--- src/rtl/id_ex_pipe_reg_if.sv ---
// ID/EX pipeline register bundle.
// Hazard controls, ID-side fields and EX-side fields.
interface id_ex_pipe_reg_if #(
    parameter int DW = 32,
    parameter int RW = 5,
    parameter int CW = 18
);
    logic          stall;
    logic          flush;

    logic          valid_id;
    logic [CW-1:0] ctrl_id;
    logic [DW-1:0] pc4_id;
    logic [DW-1:0] rs_data_id;
    logic [DW-1:0] rt_data_id;
    logic [DW-1:0] imm_id;
    logic [RW-1:0] rs_id;
    logic [RW-1:0] rt_id;
    logic [RW-1:0] rd_id;
    logic [4:0]    shamt_id;
    logic [5:0]    funct_id;

    logic          valid_ex;
    logic [CW-1:0] ctrl_ex;
    logic [DW-1:0] pc4_ex;
    logic [DW-1:0] rs_data_ex;
    logic [DW-1:0] rt_data_ex;
    logic [DW-1:0] imm_ex;
    logic [RW-1:0] rs_ex;
    logic [RW-1:0] rt_ex;
    logic [RW-1:0] rd_ex;
    logic [4:0]    shamt_ex;
    logic [5:0]    funct_ex;

    modport master (
        output stall, flush,
        output valid_id, ctrl_id, pc4_id,
        output rs_data_id, rt_data_id, imm_id,
        output rs_id, rt_id, rd_id,
        output shamt_id, funct_id,
        input  valid_ex, ctrl_ex, pc4_ex,
        input  rs_data_ex, rt_data_ex, imm_ex,
        input  rs_ex, rt_ex, rd_ex,
        input  shamt_ex, funct_ex
    );

    modport slave (
        input  stall, flush,
        input  valid_id, ctrl_id, pc4_id,
        input  rs_data_id, rt_data_id, imm_id,
        input  rs_id, rt_id, rd_id,
        input  shamt_id, funct_id,
        output valid_ex, ctrl_ex, pc4_ex,
        output rs_data_ex, rt_data_ex, imm_ex,
        output rs_ex, rt_ex, rd_ex,
        output shamt_ex, funct_ex
    );
endinterface

--- src/rtl/id_ex_pipe_reg.sv ---
// ID/EX pipeline register with stall hold and flush bubble.
// Invalid slots always carry the NOP control bundle.
module id_ex_pipe_reg #(
    parameter int DW = 32,
    parameter int RW = 5,
    parameter int CW = 18
) (
    input logic            clk,
    input logic            rst,
    id_ex_pipe_reg_if.slave bus
);
    localparam logic [CW-1:0] BUBBLE = CW'(18'h00002);

    logic          r_valid;
    logic [CW-1:0] r_ctrl;
    logic [DW-1:0] r_pc4;
    logic [DW-1:0] r_rs_data;
    logic [DW-1:0] r_rt_data;
    logic [DW-1:0] r_imm;
    logic [RW-1:0] r_rs;
    logic [RW-1:0] r_rt;
    logic [RW-1:0] r_rd;
    logic [4:0]    r_shamt;
    logic [5:0]    r_funct;

    logic          w_load;
    logic [CW-1:0] w_ctrl_in;

    assign w_load    = !bus.stall;
    assign w_ctrl_in = (bus.valid_id == 1'b1) ? bus.ctrl_id : BUBBLE;

    // Control and valid: reset/flush empty the slot, stall holds, else load.
    always_ff @(posedge clk) begin
        if (rst || bus.flush) begin
            r_valid <= 1'b0;
            r_ctrl  <= BUBBLE;
        end else if (w_load) begin
            r_valid <= (bus.valid_id == 1'b1);
            r_ctrl  <= w_ctrl_in;
        end
    end

    // Data and specifiers follow the same priority, cleared to zero.
    always_ff @(posedge clk) begin
        if (rst || bus.flush) begin
            r_pc4     <= '0;
            r_rs_data <= '0;
            r_rt_data <= '0;
            r_imm     <= '0;
            r_rs      <= '0;
            r_rt      <= '0;
            r_rd      <= '0;
            r_shamt   <= '0;
            r_funct   <= '0;
        end else if (w_load) begin
            r_pc4     <= bus.pc4_id;
            r_rs_data <= bus.rs_data_id;
            r_rt_data <= bus.rt_data_id;
            r_imm     <= bus.imm_id;
            r_rs      <= bus.rs_id;
            r_rt      <= bus.rt_id;
            r_rd      <= bus.rd_id;
            r_shamt   <= bus.shamt_id;
            r_funct   <= bus.funct_id;
        end
    end

    assign bus.valid_ex   = r_valid;
    assign bus.ctrl_ex    = r_ctrl;
    assign bus.pc4_ex     = r_pc4;
    assign bus.rs_data_ex = r_rs_data;
    assign bus.rt_data_ex = r_rt_data;
    assign bus.imm_ex     = r_imm;
    assign bus.rs_ex      = r_rs;
    assign bus.rt_ex      = r_rt;
    assign bus.rd_ex      = r_rd;
    assign bus.shamt_ex   = r_shamt;
    assign bus.funct_ex   = r_funct;
endmodule
--- src/flat_wrapper.sv ---
// flat-port wrapper written by rule: the top's interface ports become plain ports
module id_ex_pipe_reg_flat 
#(
    parameter int DW = 32,
    parameter int RW = 5,
    parameter int CW = 18
)
  (clk, rst, bus_stall, bus_flush, bus_valid_id, bus_ctrl_id, bus_pc4_id, bus_rs_data_id, bus_rt_data_id, bus_imm_id, bus_rs_id, bus_rt_id, bus_rd_id, bus_shamt_id, bus_funct_id, bus_valid_ex, bus_ctrl_ex, bus_pc4_ex, bus_rs_data_ex, bus_rt_data_ex, bus_imm_ex, bus_rs_ex, bus_rt_ex, bus_rd_ex, bus_shamt_ex, bus_funct_ex);
  id_ex_pipe_reg_if #(.DW(DW), .RW(RW), .CW(CW)) bus_i ();
  input logic clk;
  input logic rst;
  input wire logic [$bits(bus_i.stall)-1:0] bus_stall;
  input wire logic [$bits(bus_i.flush)-1:0] bus_flush;
  input wire logic [$bits(bus_i.valid_id)-1:0] bus_valid_id;
  input wire logic [$bits(bus_i.ctrl_id)-1:0] bus_ctrl_id;
  input wire logic [$bits(bus_i.pc4_id)-1:0] bus_pc4_id;
  input wire logic [$bits(bus_i.rs_data_id)-1:0] bus_rs_data_id;
  input wire logic [$bits(bus_i.rt_data_id)-1:0] bus_rt_data_id;
  input wire logic [$bits(bus_i.imm_id)-1:0] bus_imm_id;
  input wire logic [$bits(bus_i.rs_id)-1:0] bus_rs_id;
  input wire logic [$bits(bus_i.rt_id)-1:0] bus_rt_id;
  input wire logic [$bits(bus_i.rd_id)-1:0] bus_rd_id;
  input wire logic [$bits(bus_i.shamt_id)-1:0] bus_shamt_id;
  input wire logic [$bits(bus_i.funct_id)-1:0] bus_funct_id;
  output wire logic [$bits(bus_i.valid_ex)-1:0] bus_valid_ex;
  output wire logic [$bits(bus_i.ctrl_ex)-1:0] bus_ctrl_ex;
  output wire logic [$bits(bus_i.pc4_ex)-1:0] bus_pc4_ex;
  output wire logic [$bits(bus_i.rs_data_ex)-1:0] bus_rs_data_ex;
  output wire logic [$bits(bus_i.rt_data_ex)-1:0] bus_rt_data_ex;
  output wire logic [$bits(bus_i.imm_ex)-1:0] bus_imm_ex;
  output wire logic [$bits(bus_i.rs_ex)-1:0] bus_rs_ex;
  output wire logic [$bits(bus_i.rt_ex)-1:0] bus_rt_ex;
  output wire logic [$bits(bus_i.rd_ex)-1:0] bus_rd_ex;
  output wire logic [$bits(bus_i.shamt_ex)-1:0] bus_shamt_ex;
  output wire logic [$bits(bus_i.funct_ex)-1:0] bus_funct_ex;
  assign bus_i.stall = bus_stall;
  assign bus_i.flush = bus_flush;
  assign bus_i.valid_id = bus_valid_id;
  assign bus_i.ctrl_id = bus_ctrl_id;
  assign bus_i.pc4_id = bus_pc4_id;
  assign bus_i.rs_data_id = bus_rs_data_id;
  assign bus_i.rt_data_id = bus_rt_data_id;
  assign bus_i.imm_id = bus_imm_id;
  assign bus_i.rs_id = bus_rs_id;
  assign bus_i.rt_id = bus_rt_id;
  assign bus_i.rd_id = bus_rd_id;
  assign bus_i.shamt_id = bus_shamt_id;
  assign bus_i.funct_id = bus_funct_id;
  assign bus_valid_ex = bus_i.valid_ex;
  assign bus_ctrl_ex = bus_i.ctrl_ex;
  assign bus_pc4_ex = bus_i.pc4_ex;
  assign bus_rs_data_ex = bus_i.rs_data_ex;
  assign bus_rt_data_ex = bus_i.rt_data_ex;
  assign bus_imm_ex = bus_i.imm_ex;
  assign bus_rs_ex = bus_i.rs_ex;
  assign bus_rt_ex = bus_i.rt_ex;
  assign bus_rd_ex = bus_i.rd_ex;
  assign bus_shamt_ex = bus_i.shamt_ex;
  assign bus_funct_ex = bus_i.funct_ex;
  id_ex_pipe_reg #(.DW(DW), .RW(RW), .CW(CW)) u_core (.clk(clk), .rst(rst), .bus(bus_i));
endmodule
--- config.mk ---
export PLATFORM = sky130hd
export DESIGN_NAME = id_ex_pipe_reg_flat
export DESIGN_NICKNAME = d
export VERILOG_FILES = /design/src/rtl/id_ex_pipe_reg_if.sv /design/src/rtl/id_ex_pipe_reg.sv /design/src/flat_wrapper.sv
export SDC_FILE = /design/constraint.sdc
export NUM_CORES = 1
export LEC_CHECK = 0
export BUFFER_PORTS_ARGS = -buffer_cell sky130_fd_sc_hd__buf_2
export CAP_MARGIN = 20
export CORE_ASPECT_RATIO = 0.5
export CORE_UTILIZATION = 42
export CTS_CLUSTER_SIZE = 24
export DETAILED_ROUTE_END_ITERATION = 16
export GPL_TIMING_DRIVEN = 0
export PLACE_DENSITY = 0.77
export SLEW_MARGIN = 20
export SYNTH_ARGS = -nofsm -noshare
export SYNTH_HDL_FRONTEND = slang
export SYNTH_SLANG_ARGS = --single-unit
--- constraint.sdc ---
create_clock -name clk -period 1.95 [get_ports clk]
set_input_delay 0.39 -clock clk [delete_from_list [all_inputs] [get_ports clk]]
set_output_delay 0.39 -clock clk [all_outputs]
set_load 0.02 [all_outputs]
### After elaboration in Yosys (flattened, before gate mapping)

Cells that the tools add are included.

| cells by class | value |
|---|---|
| reduce and logical (&&, ||, !) cells | 1 |
| muxes and demuxes | 1 |

Operator list:

| kind | number |
|---|---|
| 2-to-1 mux 18 bit | 1 |
| logical OR 1 bit | 1 |

| storage, ports and cells | value |
|---|---|
| input port bits | 177 |
| logic and storage cells | 13 |
| output and inout bits | 173 |
| register bits after elaboration | 173 |

### Longest topological paths before layout

| depth | value |
|---|---|
| depth after elaboration | 1 |
| gate-level depth with buffers | 4 |
| depth with buffers taken out | 2 |

### Least setup slack after synthesis

No wires, ideal clock.

| timing path | value |
|---|---|
| kind | input to register |
| start point | input port bus_flush |
| end point | register u_core.r_funct[0] (netlist: u_core.bus.funct_ex[0]) |
| library setup time | 0.064 ns |
| buffers on the path | 2 |
| required time | 1.886 ns |
| setup slack | 0.867 ns |
| stages on the path | 4 |
| arrival time | 1.018 ns |
| cell sequence | or2_1 -> buf_2 -> buf_2 -> nor2_1 |

| on the way | value |
|---|---|
| longest elaborated chain between the ends | 1 |

RTL lines:

| element | line | text |
|---|---|---|
| start: declaration | flat_wrapper.sv:13 | `input wire logic [$bits(bus_i.flush)-1:0] bus_flush;` |
| logical OR 1 bit | id_ex_pipe_reg.sv:45 | `if (rst \|\| bus.flush) begin` |
| end signal: assignment | id_ex_pipe_reg.sv:64 | `r_funct <= bus.funct_id;` |
| end: declaration | id_ex_pipe_reg.sv:24 | `logic [5:0] r_funct;` |

Every way passes these cells.
A chain may end at the register's enable or synchronous reset.

### Worst setup path after layout

| timing path | value |
|---|---|
| start point | register u_core.r_rd[0] (netlist: u_core.bus.rd_ex[0]) |
| end point | output port bus_rd_ex[0] |

RTL lines:

| element | line | text |
|---|---|---|
| start: declaration | id_ex_pipe_reg.sv:22 | `logic [RW-1:0] r_rd;` |
| start signal: assignment | id_ex_pipe_reg.sv:62 | `r_rd <= bus.rd_id;` |
| end: declaration | flat_wrapper.sv:33 | `output wire logic [$bits(bus_i.rd_ex)-1:0] bus_rd_ex;` |

No word-level cell between the ends.

==> impl_metrics.tcl <==
set metrics [dict create \
    status "finished, final reports clean" \
    synth-edff-count 0 \
    finalSetupTns_ns 0 \
    wire_per_inst_um 14.6 \
    hpwlAfterDp_mm 13.1 \
    synth_seq_cells 173 \
    num_rows 30 \
    clkLatencyLatePin_ns 0.40 \
    vdd_drop_max_v 0.000712 \
    fin_crit_sh_pct 69.4 \
    drt_first_pass_iters 4 \
    syn_to_final_growth_pct 41.3 \
    worstMarginPinSlew_ns 0.316 \
    postCtsResizedCells 0 \
    cp_top_family "flip-flops" \
    cp-startpoint "u_core.bus.rd_ex[0]" \
    globalRouteTotalUtil_pct 21.1 \
    grt_pass1_wl_mm 25.4 \
    relSlewSlack_pct 78.9 \
    synth_area_leaders "dfxtp_1 56%, mux2i_1 25%, nor2_1 9.4%" \
    cts_made_buffers 17 \
    fin_area_sq_mm 0.00871 \
    start_util_pct 44.3 \
    synth_nets 757 \
    cp_cell_sequence "buf_2" \
    ant_nets 0 \
    portBuffers 347 \
    crit_path_start_kind "register" \
    cp_data_required_time_ns 1.56 \
    hold_class "primary input to register" \
    drtIter0Drc 148 \
    cts_tree "done" \
    async_flop_share_pct 0 \
    r2r_start "u_core.bus.rt_data_ex[19]" \
    path_max_fanout 2 \
    die_h_um 87.7 \
    synth_ff_type "dfxtp_1" \
    drt_wl_total_mm 16.8 \
    core_sq_mm 0.0139 \
    rsz0062_at_grt "no" \
    synth_most_common_cell "dfxtp_1" \
    cp.arrival_ns 0.96 \
    diodes 0 \
    rr_worst_depth 2 \
    post-cts-setup-buffers 0 \
    die_area_sq_mm 0.0152 \
    pin_count 350 \
    dpl_cell_area_sq_mm 0.00814 \
    vias 5349 \
    yosysUniqueCellTypes 14 \
    worst_setup_path_end_kind "primary output" \
    finalSetupViolCount 0 \
    p_leak_nw 4.63 \
    max_stage_delay_ns 0.38 \
    hold_buffers 0 \
    synth_top_cell_area_share_pct 56.2 \
    path_buf_inv 1 \
    regArea_sq_mm 0.00346 \
    period_minus_slack_ns 1.35 \
    seq_area_frac_synth_pct 56.2 \
    fillCellCount 1200 \
    clock-sinks 173 \
    maxCapViolations 0 \
    fin_skew_ns 0 \
    htreeDepth 4 \
    critical_path_class "register to primary output" \
    clk_pin_slew_ns 0.07 \
    drc 0 \
    yosys.area.top_type "dfxtp_1" \
    clockBufferDepth 2 \
    synth_area_per_cell_sq_um 10.6 \
    drive_above_1_share_pct 43.5 \
    syn_area_sq_mm 0.00616 \
    p_per_area_mw_per_mm2 906 \
    rrSetupSlack_ns 1.29 \
    routabilityCongestion 0.815 \
    antenna_found_initial 0 \
    multi_input_area_sq_mm 0.00244 \
    worst_path_max_delay_cell "dfxtp_1" \
    timing.fmax_mhz 739 \
    yosys-top-cells-count "173 x dfxtp_1, 155 x mux2i_1, 155 x nor2_1" \
    yosysWarningCount 0 \
    critPathCapture "bus_rd_ex[0]" \
    grt_max_degree 17 \
    cp_num_cells 1 \
    nNetsFinal 1123 \
    cts_root_buffer "clkbuf_16" \
    slew_violations 0 \
    layout_setup_ws_ns 0.596 \
    post-place-ws_ns 0.581 \
    power.total_mw 7.89 \
    finalHoldViolCount 0 \
    overflow 0 \
    viasPerCell 4.65 \
    syn_inst 580 \
    grt_pass1_vias 5175 \
    timing.rr.end "u_core.bus.rt_data_ex[19]" \
    die_w_um 173 \
]
-- metal layers --
layer / vias up / track usage [%] / routed length [um]
met5: - / 0 / 0
met1: 2508 / 24.3 / 6900
met4: 0 / 7.40 / 351
met3: 28 / 4.90 / 811
li1: 2650 / - / -
met2: 163 / 39.2 / 8710
-- power by group --
| group | switching [mW] | internal [mW] | leakage [nW] |
|---|---|---|---|
| Clock | 1.40 | 1.90 | 0.268 |
| Sequential | 0.0540 | 3.65 | 1.41 |
| Combinational | 0.487 | 0.407 | 2.95 |
| Total | 1.94 | 5.95 | 4.63 |
-- state kept, by name (all words and copies together) (netlist names) --
signal / flops
u_core.bus.shamt_ex: 5
u_core.bus.rd_ex: 5
u_core.bus.rs_ex: 5
u_core.bus.funct_ex: 6
u_core.bus.rs_data_ex: 32
u_core.bus.rt_ex: 5
u_core.bus.imm_ex: 32
u_core.bus.rt_data_ex: 32
u_core.bus.valid_ex: 1
u_core.bus.ctrl_ex: 18
u_core.bus.pc4_ex: 32
-- cell usage in the layout, fill, tap and decap left out, drive strengths merged --
| cell | synthesis | routed |
|---|---|---|
| nor2 | 155 | 155 |
| or2 | 1 | 1 |
| dfxtp | 173 | 173 |
| inv | 0 | 4 |
| clkinvlp | 0 | 4 |
| nor2b | 1 | 1 |
| buf | 41 | 388 |
| mux2i | 155 | 155 |
| a21oi | 17 | 17 |
| nor3b | 1 | 1 |
| nand2 | 17 | 17 |
| clkbuf | 1 | 20 |
| nand3b | 17 | 17 |
| clkinv | 0 | 2 |
| o21bai | 1 | 1 |
| bufinv | 0 | 2 |
-- cells by family (layout without fill, tap and decap cells) --
group / Yosys count / after routing / share of synthesized area, %
compound gates: 18 / 18 / 1.50
simple gates: 192 / 192 / 12.9
flops: 173 / 173 / 56.2
mux: 155 / 155 / 25.2
buf+inv: 42 / 420 / 4.28
-- how the worst min path moves through the flow --
stage                                 from                   endpoint  slack [ns]  cells past startpoint
floorplan                  bus_funct_id[0]     u_core.bus.funct_ex[0]        0.53                      2
global placement    u_core.bus.ctrl_ex[13]     u_core.bus.ctrl_ex[13]        0.45                      2
detailed placement  u_core.bus.ctrl_ex[17]     u_core.bus.ctrl_ex[17]        0.45                      2
CTS                          bus_pc4_id[0]       u_core.bus.pc4_ex[0]        0.20                      3
global route            bus_rs_data_id[31]  u_core.bus.rs_data_ex[31]        0.20                      3
finish                       bus_pc4_id[0]       u_core.bus.pc4_ex[0]        0.21                      3
-- through the flow --
stage                     hold slack, ns  util, %  cells
after floorplan                    0.534        -    580
after global placement             0.445     58.5   1119
after detailed placement           0.449     58.5   1119
after CTS                          0.200     62.6   1150
after global routing               0.198     62.6   1150
final                              0.210     62.6   1150
-- final cells by class --
cell class	count	share of cell area, %
plain buffers	42	3.03
flip-flops and latches	173	39.8
clock inverters	12	1.58
clock buffers	19	4.97
repair buffers	347	19.9
multi-input cells	365	28.0
well taps	192	2.76
Power figures use the tool's default switching activity.
